===== config.mk =====
export PLATFORM = sky130hd
export DESIGN_NAME = led_mode_ctrl
export DESIGN_NICKNAME = d
export VERILOG_FILES = /design/src/rtl/led_mode_ctrl_pkg.sv /design/src/rtl/led_mode_ctrl_key_debounce.sv /design/src/rtl/led_mode_ctrl.sv
export SDC_FILE = /design/constraint.sdc
export NUM_CORES = 1
export LEC_CHECK = 0
export ABC_AREA = 1
export BUFFER_PORTS_ARGS = -buffer_cell sky130_fd_sc_hd__buf_2
export CORE_MARGIN = 8
export CORE_UTILIZATION = 59
export CTS_BUF_LIST = sky130_fd_sc_hd__clkbuf_4 sky130_fd_sc_hd__clkbuf_8
export DETAILED_ROUTE_END_ITERATION = 8
export PLACE_DENSITY = 0.79
export SLEW_MARGIN = 40
export SYNTH_ARGS = -nofsm -noshare
export SYNTH_HDL_FRONTEND = slang
export SYNTH_SLANG_ARGS = --single-unit

===== constraint.sdc =====
create_clock -name clk -period 2.2 [get_ports clk]
set_clock_uncertainty 0.05 [all_clocks]
set_input_delay 0.22 -clock clk [delete_from_list [all_inputs] [get_ports clk]]
set_output_delay 0.22 -clock clk [all_outputs]
set_load 0.005 [all_outputs]

===== src/rtl/led_mode_ctrl_pkg.sv =====
// Shared definitions for the LED front-panel controller: mode codes, key polarity
// and the mode sequencing helper.
package led_mode_ctrl_pkg;

  typedef enum logic [1:0] {
    S_STATIC = 2'b00,
    S_FLOW   = 2'b01,
    S_CLOCK  = 2'b10,
    S_BLINK  = 2'b11
  } mode_e;

  localparam logic KEY_RELEASED = 1'b1;

  // Mode sequence wraps from blink back to static.
  function automatic mode_e next_mode(input mode_e cur);
    mode_e nxt;
    case (cur)
      S_STATIC: nxt = S_FLOW;
      S_FLOW:   nxt = S_CLOCK;
      S_CLOCK:  nxt = S_BLINK;
      default:  nxt = S_STATIC;
    endcase
    return nxt;
  endfunction

endpackage


===== src/rtl/led_mode_ctrl_key_debounce.sv =====
// Per-key conditioning: 2-FF synchroniser, stability counter and a one-cycle
// pulse on each accepted press (released -> pressed). Releases produce nothing.
module key_debounce
  import led_mode_ctrl_pkg::*;
#(
  parameter int unsigned CLK_FREQ    = 50000000,
  parameter int unsigned DEBOUNCE_MS = 20
) (
  input  logic clk,
  input  logic rst_n,
  input  logic key_in,
  output logic press
);

  localparam logic [31:0] DB_CNT = 32'((CLK_FREQ / 1000) * DEBOUNCE_MS);

  logic        sync1_q, sync1_d;
  logic        sync2_q, sync2_d;
  logic        level_q, level_d;
  logic [31:0] cnt_q,   cnt_d;
  logic        press_q, press_d;

  always_comb begin
    sync1_d = key_in;
    sync2_d = sync1_q;
    level_d = level_q;
    cnt_d   = cnt_q;
    if (sync2_q == level_q) begin
      cnt_d = '0;
    end else if (cnt_q + 32'd1 >= DB_CNT) begin
      level_d = sync2_q;
      cnt_d   = '0;
    end else begin
      cnt_d = cnt_q + 32'd1;
    end
    press_d = (level_q == KEY_RELEASED) && (level_d != KEY_RELEASED);
  end

  // NOTE: non-blocking assignments so every flop samples the pre-edge value of its neighbour.
  always_ff @(posedge clk or negedge rst_n) begin
    if (!rst_n) begin
      // NOTE: synchroniser and accepted level reset to the released level, not 0, or reset
      // itself would look like a press.
      sync1_q <= KEY_RELEASED;
      sync2_q <= KEY_RELEASED;
      level_q <= KEY_RELEASED;
      cnt_q   <= '0;
      press_q <= 1'b0;
    end else begin
      sync1_q <= sync1_d;
      sync2_q <= sync2_d;
      level_q <= level_d;
      cnt_q   <= cnt_d;
      press_q <= press_d;
    end
  end

  assign press = press_q;

endmodule


===== src/rtl/led_mode_ctrl.sv =====
// Front-panel mode controller: debounced mode/run keys drive the crt mode FSM and the
// clock run/pause flag. Optional idle auto-advance is enabled by defining AUTO_CYCLE_EN.
module led_mode_ctrl
  import led_mode_ctrl_pkg::*;
#(
  parameter int unsigned CLK_FREQ    = 50000000,
  parameter int unsigned DEBOUNCE_MS = 20,
  parameter int unsigned AUTO_SEC    = 5
) (
  input  logic       clk,
  input  logic       rst_n,
  input  logic       key_mode,
  input  logic       key_run,
  output logic [1:0] crt,
  output logic       up,
  output logic       mode_chg
);

  logic  mode_press, run_press;
  logic  advance, auto_fire;
  mode_e state_q, state_d;
  logic  up_q, up_d;
  logic  mode_chg_q, mode_chg_d;

  key_debounce #(
    .CLK_FREQ   (CLK_FREQ),
    .DEBOUNCE_MS(DEBOUNCE_MS)
  ) u_mode_db (
    .clk   (clk),
    .rst_n (rst_n),
    .key_in(key_mode),
    .press (mode_press)
  );

  key_debounce #(
    .CLK_FREQ   (CLK_FREQ),
    .DEBOUNCE_MS(DEBOUNCE_MS)
  ) u_run_db (
    .clk   (clk),
    .rst_n (rst_n),
    .key_in(key_run),
    .press (run_press)
  );

`ifdef AUTO_CYCLE_EN
  localparam logic [31:0] AUTO_CNT = 32'(CLK_FREQ * AUTO_SEC);

  logic [31:0] timer_q, timer_d;

  assign auto_fire = (timer_q == AUTO_CNT - 32'd1);

  // Any key activity or mode change restarts idle time; a running clock is never idle.
  always_comb begin
    timer_d = timer_q + 32'd1;
    if (mode_press || run_press || advance || auto_fire ||
        (state_q == S_CLOCK && up_q)) begin
      timer_d = '0;
    end
  end

  always_ff @(posedge clk or negedge rst_n) begin
    if (!rst_n) timer_q <= '0;
    else        timer_q <= timer_d;
  end
`else
  assign auto_fire = 1'b0;
`endif

  // Auto-advance behaves exactly like a mode press, so a coincident press still advances once.
  assign advance = mode_press || auto_fire;

  always_ff @(posedge clk or negedge rst_n) begin
    if (!rst_n) begin
      state_q    <= S_STATIC;
      up_q       <= 1'b0;
      mode_chg_q <= 1'b0;
    end else begin
      state_q    <= state_d;
      up_q       <= up_d;
      mode_chg_q <= mode_chg_d;
    end
  end

  // NOTE: every comb output gets a default first, so no path leaves it unassigned (no latch).
  always_comb begin
    state_d = state_q;
    if (advance) state_d = next_mode(state_q);
  end

  // Any mode step leaves up at 0: entering clock starts paused, leaving clock stops it,
  // and up is already 0 everywhere else. A coincident run press is thereby discarded.
  always_comb begin
    up_d       = up_q;
    mode_chg_d = advance;
    if (advance) begin
      up_d = 1'b0;
    end else if (run_press && state_q == S_CLOCK) begin
      up_d = ~up_q;
    end
  end

  assign crt      = state_q;
  assign up       = up_q;
  assign mode_chg = mode_chg_q;

endmodule

==> results.yml, run 1 <==
outcome:
  status: "finished, violations left"
  violations: "negative setup slack"
global_routing:
  grt_pass1_wl_mm: 18.1
  globalRoute.totalOverflow: 0
  grt_pass1_vias: 4014
  grt_antenna_before_repair: 0
  grt_max_degree: 44
  grtUsageTotal: 0.218
synthesis:
  synth-simple-area-share: 0.422
  synthMostInstantiatedCell: "nand2_1"
  yosys.area_share.adder: 0.0112
  synth_xor_area_frac: 0.0668
  synth_compound_area_frac: 0.00673
  syn-instance-count: 599
  synth_top_flop_cell: "dfrtp_1"
  synth_top_family_by_area: "simple AND/OR/NAND/NOR gates"
  syn_area_per_cell_um2: 7.45
  synth_commonest_cells: "nand2_1 (202), nor2_1 (80), dfrtp_1 (70)"
  muxShareOfSynthArea: 0
  yosysTopAreaCell: "dfrtp_1"
  yosys_warnings: 0
  seq_area_frac_synth: 0.428
  synth_top_cell_area_share: 0.393
  synthTopCellsByArea: "dfrtp_1 (39%), nand2_1 (17%), nor2_1 (6.7%), nor2_2 (6.6%), inv_1 (5.3%)"
  synth_seq_cells: 76
  synthArstFlopShare: 1.00
  ys_types: 24
  synth-edff-count: 0
  synthesis.area_um2: 4460
worst_setup_path:
  cp.required_ps: 2440
  path_max_fanout: 5
  worstReg2RegStart: "u_mode_db.cnt_q[10]$_DFF_PN0_"
  worstSetupEndpointType: "flop"
  critPathKind: "flop to flop"
  r2r_cells: 13
  rrSetupSlack_ps: -130
  timing.rr.end: "u_mode_db.cnt_q[17]$_DFF_PN0_"
  critPathArrivalTime_ps: 2570
  start_kind: "flop"
power_and_ir_drop:
  finalPower_w: 0.00283
  p_leak_nw: 2.43
  vdd_drop_max_mv: 0.380
  p_per_area_nw_per_um2: 488
route:
  route.vias.total: 4258
  via_per_inst: 5.40
  drc: 0
  drt.antenna.violating_nets: 0
  dr.first_iter.drc_count: 272
  totalWireLength_mm: 12.4
  post_drt_wl_per_cell_um: 15.7
  drt-pass1-iter-count: 5
clock_network:
  htree_levels: 3
  cts.path.max_buffers: 2
  cts_sinks: 76
  clkTransAtPathRegs_ps: 90
  cts_tree: "done"
  root_buffer: "clkbuf_8"
  cts_buffers: 9
  clock_latency_ps: 360
place:
  hpwl_mm: 7.31
  numPortBuffers: 7
  dp_cells: 736
  gp_congestion: 0.931
min_path:
  min_path_type: "input port to async pin"
floorplanning:
  die_y_um: 103
  io_pins: 8
  initial_core_util: 0.612
  die_x_um: 103
  core_area_um2: 7290
  rows: 31
  die-area_um2: 10600
cells_and_area:
  nFillCells: 486
  n_antenna_cell: 0
  syn_to_final_growth_pct: 30.1
  drive_above_1_share: 0.323
  finish.utilization: 0.796
  final_cells: 789
  nets: 693
sta:
  max_freq_mhz: 430
  min_period_over_period: 1.06
  fin_crit_ps: 2330
  rsz0062_at_grt: "yes"
  finalSetupTns_ps: -1850
  setup_slack_ps: -128
  final-max-slew-violation-count: 0
  finalHoldViolCount: 0
  finalSetupViolCount: 37
  whs_ps: 295
job:
  cap_violations: 0
cell families after synthesis:
family,count (synthesis)
simple gates,409
buf+inv,69
other cells,1
xor+xnor,34
fa+ha+maj,4
compound gates,6
flops,76
where the power goes:
| part | switching, W | internal [W] |
|---|---|---|
| registers | 0.0000457 | 0.00145 |
| clock network | 0.000590 | 0.000542 |
| logic | 0.000125 | 0.0000762 |
| total | 0.000760 | 0.00207 |
worst max-delay path, cell delays in order, from the launching register on:
cell	delay, ps
dfrtp_1	470
nand2_2	130
nor2_2	200
nand4_1	150
nand2_1	200
nand2_1	100
nor2_1	120
nand3_1	80
nand2_1	80
nand2_2	70
nand2_2	120
nand3_4	160
clkbuf_16	220
nor2_4	100
worst max-delay path by stage:
stage                                     to  cells after the start                          start
6_report       u_mode_db.cnt_q[17]$_DFF_PN0_                     13  u_mode_db.cnt_q[10]$_DFF_PN0_
5_1_grt        u_mode_db.cnt_q[17]$_DFF_PN0_                     14   u_mode_db.cnt_q[0]$_DFF_PN0_
4_1_cts        u_mode_db.cnt_q[11]$_DFF_PN0_                     14   u_mode_db.cnt_q[0]$_DFF_PN0_
3_5_place_dp    u_run_db.cnt_q[12]$_DFF_PN0_                     12    u_run_db.cnt_q[1]$_DFF_PN0_
3_3_place_gp   u_mode_db.cnt_q[13]$_DFF_PN0_                     14   u_mode_db.cnt_q[0]$_DFF_PN0_
2_1_floorplan    u_run_db.cnt_q[0]$_DFF_PN0_                     13    u_run_db.cnt_q[0]$_DFF_PN0_
per-layer routing:
layer	track usage	vias up	routed length [µm]
met5	0	-	0
met3	0.0473	69	764
li1	-	1976	-
met4	0.100	0	631
met1	0.241	1990	4550
met2	0.391	223	6420
cell type report:
type,instances,area [µm²],share of cell area
multi-input combinational,477,2790,0.480
sequential,76,1910,0.330
timing repair buffer,56,532,0.0916
inverter,65,244,0.0420
clock buffer,9,124,0.0213
tap,99,124,0.0213
clock inverter,7,80.1,0.0138
per-stage QoR:
stage	setup slack, ps	instance area, µm²
floorplan	108	4550
global placement	24.9	4790
detailed placement	-31.9	4790
CTS	0.468	5180
global route	-256	5800
finish	-128	5800
layout by cell type (no fill, tap or decap), drive strengths merged:
| cell type | netlist | routed |
|---|---|---|
| a21oi | 3 | 3 |
| and2 | 3 | 3 |
| buf | 4 | 51 |
| bufinv | 0 | 1 |
| clkbuf | 0 | 11 |
| clkinv | 1 | 2 |
| clkinvlp | 0 | 1 |
| conb | 1 | 24 |
| dfrtp | 70 | 70 |
| dfstp | 6 | 6 |
| dlygate4sd3 | 0 | 3 |
| ha | 4 | 4 |
| inv | 64 | 68 |
| nand2 | 211 | 211 |
| nand3 | 36 | 36 |
| nand3b | 7 | 7 |
| nand4 | 8 | 8 |
| nor2 | 137 | 137 |
| nor3 | 6 | 6 |
| nor3b | 1 | 1 |
| o21ai | 3 | 3 |
| xnor2 | 16 | 16 |
| xor2 | 18 | 18 |
repair_timing:
item / 4_1_cts / 5_1_grt
hold buffers: 3 / 0
pin swaps: 8 / 28
cloned: 1 / 3
setup buffers: 7 / 23
endpoints found under the setup margin: 40 / 44
endpoints found under the hold margin: 35 / 0
gates resized for setup: 20 / 104
Power figures use the tool's default switching activity.
==> run 2: changes to the inputs <==
--- a/config.mk
+++ b/config.mk
@@ -11,8 +11,9 @@
 export CORE_UTILIZATION = 59
 export CTS_BUF_LIST = sky130_fd_sc_hd__clkbuf_4 sky130_fd_sc_hd__clkbuf_8
 export DETAILED_ROUTE_END_ITERATION = 8
-export PLACE_DENSITY = 0.79
+export PLACE_DENSITY = 0.78
 export SLEW_MARGIN = 40
 export SYNTH_ARGS = -nofsm -noshare
 export SYNTH_HDL_FRONTEND = slang
+export SYNTH_HIERARCHICAL = 1
 export SYNTH_SLANG_ARGS = --single-unit
==> results.yml, run 2 <==
route:
  post_drt_wl_per_cell_um: 13.3
  route.vias.total: 4166
  dr.first_iter.drc_count: 207
  drt-pass1-iter-count: 4
  totalWireLength_mm: 11.0
  drt.antenna.violating_nets: 0
  drc: 0
  via_per_inst: 5.04
synthesis:
  syn_area_per_cell_um2: 7.26
  seq_area_frac_synth: 0.406
  synth-edff-count: 0
  synth_top_flop_cell: "dfrtp_1"
  yosys_warnings: 6
  synth_commonest_cells: "nand2_1 (215), inv_1 (88), nor2_1 (83)"
  synth_top_cell_area_share: 0.373
  synthArstFlopShare: 1.00
  ys_types: 24
  synth_seq_cells: 76
  syn-instance-count: 647
  synthesis.area_um2: 4700
  synthMostInstantiatedCell: "nand2_1"
  synthTopCellsByArea: "dfrtp_1 (37%), nand2_1 (17%), inv_1 (7.0%), nor2_1 (6.6%), nor2_2 (6.3%)"
  yosysTopAreaCell: "dfrtp_1"
clock_network:
  cts.path.max_buffers: 2
  root_buffer: "clkbuf_8"
  cts_buffers: 9
  cts_sinks: 76
  clock_latency_ps: 350
  cts_tree: "done"
  htree_levels: 3
  clkTransAtPathRegs_ps: 90
global_routing:
  grt_pass1_vias: 3963
  grt_pass1_wl_mm: 17.3
  grt_antenna_before_repair: 0
  globalRoute.totalOverflow: 0
  gr-usage-met2: 0.343
  grtUsageTotal: 0.188
  grt_busiest_layer: "met2"
  use_met3: 0.0286
  met1_usage: 0.212
  grt_max_degree: 77
worst_setup_path:
  critPathArrivalTime_ps: 2500
  rrSetupSlack_ps: -110
  cp.required_ps: 2390
  start_kind: "flop"
  path_max_fanout: 7
  critPathKind: "flop to flop"
  worstSetupEndpointType: "flop"
sta:
  finalSetupViolCount: 36
  finalHoldViolCount: 0
  setup_slack_ps: -109
  rsz0062_at_grt: "yes"
  min_period_over_period: 1.05
  max_freq_mhz: 433
  final-max-slew-violation-count: 0
  fin_crit_ps: 2310
place:
  gp_congestion: 0.880
  place_ws_ps: -24.3
  hpwl_mm: 6.93
  numPortBuffers: 7
job:
  cap_violations: 0
cells_and_area:
  finish.utilization: 0.748
  nets: 729
  drive_above_1_share: 0.250
  final_common_cell: "nand2_1"
  mostFrequentLayoutCells: "nand2_1 (207), inv_1 (88), dfrtp_1 (68), nor2_1 (59), nor2_2 (52)"
  syn_to_final_growth_pct: 22.9
  n_antenna_cell: 0
power_and_ir_drop:
  vdd_drop_max_mv: 0.385
  p_per_area_nw_per_um2: 477
  p_leak_nw: 2.65
floorplanning:
  die_y_um: 105
  core_area_um2: 7730
  rows: 32
  die_x_um: 105
  die-area_um2: 11100
  initial_core_util: 0.608
  io_pins: 8
min_path:
  min_path_type: "flop to flop"
outcome:
  status: "finished, violations left"
  violations: "negative setup slack"
run 2: changes by cell type after synthesis, sizes merged, moves of 4 or more:
cell,previous run,this run
nor3,6,2
inv,64,93
nor2,137,142
nand4,8,12
nand2,211,223
xor2,18,14
nand3,36,43
run 2: per-layer routing:
metal | vias up | routed length, µm
met4 | 0 | 240
met1 | 1965 | 4360
met5 | - | 0
met2 | 99 | 5990
li1 | 2079 | -
met3 | 23 | 401
run 2: layout make-up:
cell class / count / area (µm²)
multi-input combinational: 496 / 2750
fill: 543 / 1950
sequential: 76 / 1910
timing repair buffer: 44 / 462
inverter: 93 / 349
tap: 102 / 128
clock buffer: 9 / 124
clock inverter: 7 / 57.6
run 2: through the flow:
stage | instance area (µm²) | power, W | std cells | setup TNS [ps] | hold slack (ps)
floorplan | 4780 | 0.00166 | 669 | 0 | -126
detailed placement | 4980 | 0.00175 | 780 | -272 | 213
finish | 5780 | 0.00275 | 827 | -2100 | 315
global placement | 4980 | 0.00174 | 780 | 0 | 213
global route | 5780 | 0.00289 | 827 | -8130 | 317
CTS | 5310 | 0.00278 | 807 | 0 | 314
run 2: final timing paths:
path	from	end	cells past startpoint
max	u_run_db/cnt_q[0]$_DFF_PN0_	u_run_db/cnt_q[15]$_DFF_PN0_	13
min	u_mode_db/sync1_q$_DFF_PN1_	u_mode_db/sync2_q$_DFF_PN1_	0
max reg2reg	u_run_db/cnt_q[0]$_DFF_PN0_	u_run_db/cnt_q[15]$_DFF_PN0_	13
min reg2reg	u_mode_db/sync1_q$_DFF_PN1_	u_mode_db/sync2_q$_DFF_PN1_	0
max in group asynchronous	rst_n	u_mode_db/sync1_q$_DFF_PN1_	3
min in group asynchronous	rst_n	u_run_db/cnt_q[11]$_DFF_PN0_	3
run 2: power breakdown:
part	switching, W	total [W]	leakage, nW	internal [W]
Clock	0.000589	0.00102	0.0886	0.000428
Sequential	0.0000587	0.00152	0.974	0.00146
Combinational	0.000132	0.000221	1.58	0.0000888
Total	0.000780	0.00275	2.65	0.00197
run 2: critical path, stage by stage, from the launching register on:
cell and delay, ps:
dfrtp_1 420, ha_4 180, nand2_4 70, nor2_8 150, buf_6 120, nand3_4 100
nor2_2 120, xor2_1 230, nand2_1 100, nor2_1 180, nand2_2 120, nand3_4 150
clkbuf_16 180, nor2_2 30
run 2: kinds of logic after synthesis:
family,synth area share
AND/OR/NAND/NOR,0.427
buffers and inverters,0.0839
flip-flops,0.406
XOR/XNOR,0.0628
AO/OA/AOI/OAI,0.00532
adder cells (fa/ha/maj),0.0133
other,0.00160
run 2: what timing repair did:
item                                   CTS  global route
setup endpoints to repair               23            44
endpoints found under the hold margin   72             0
buffers inserted                         7            15
hold buffers                             3             0
gates resized for setup                  9            62
gates cloned                             1             5
pin swaps                                7            25
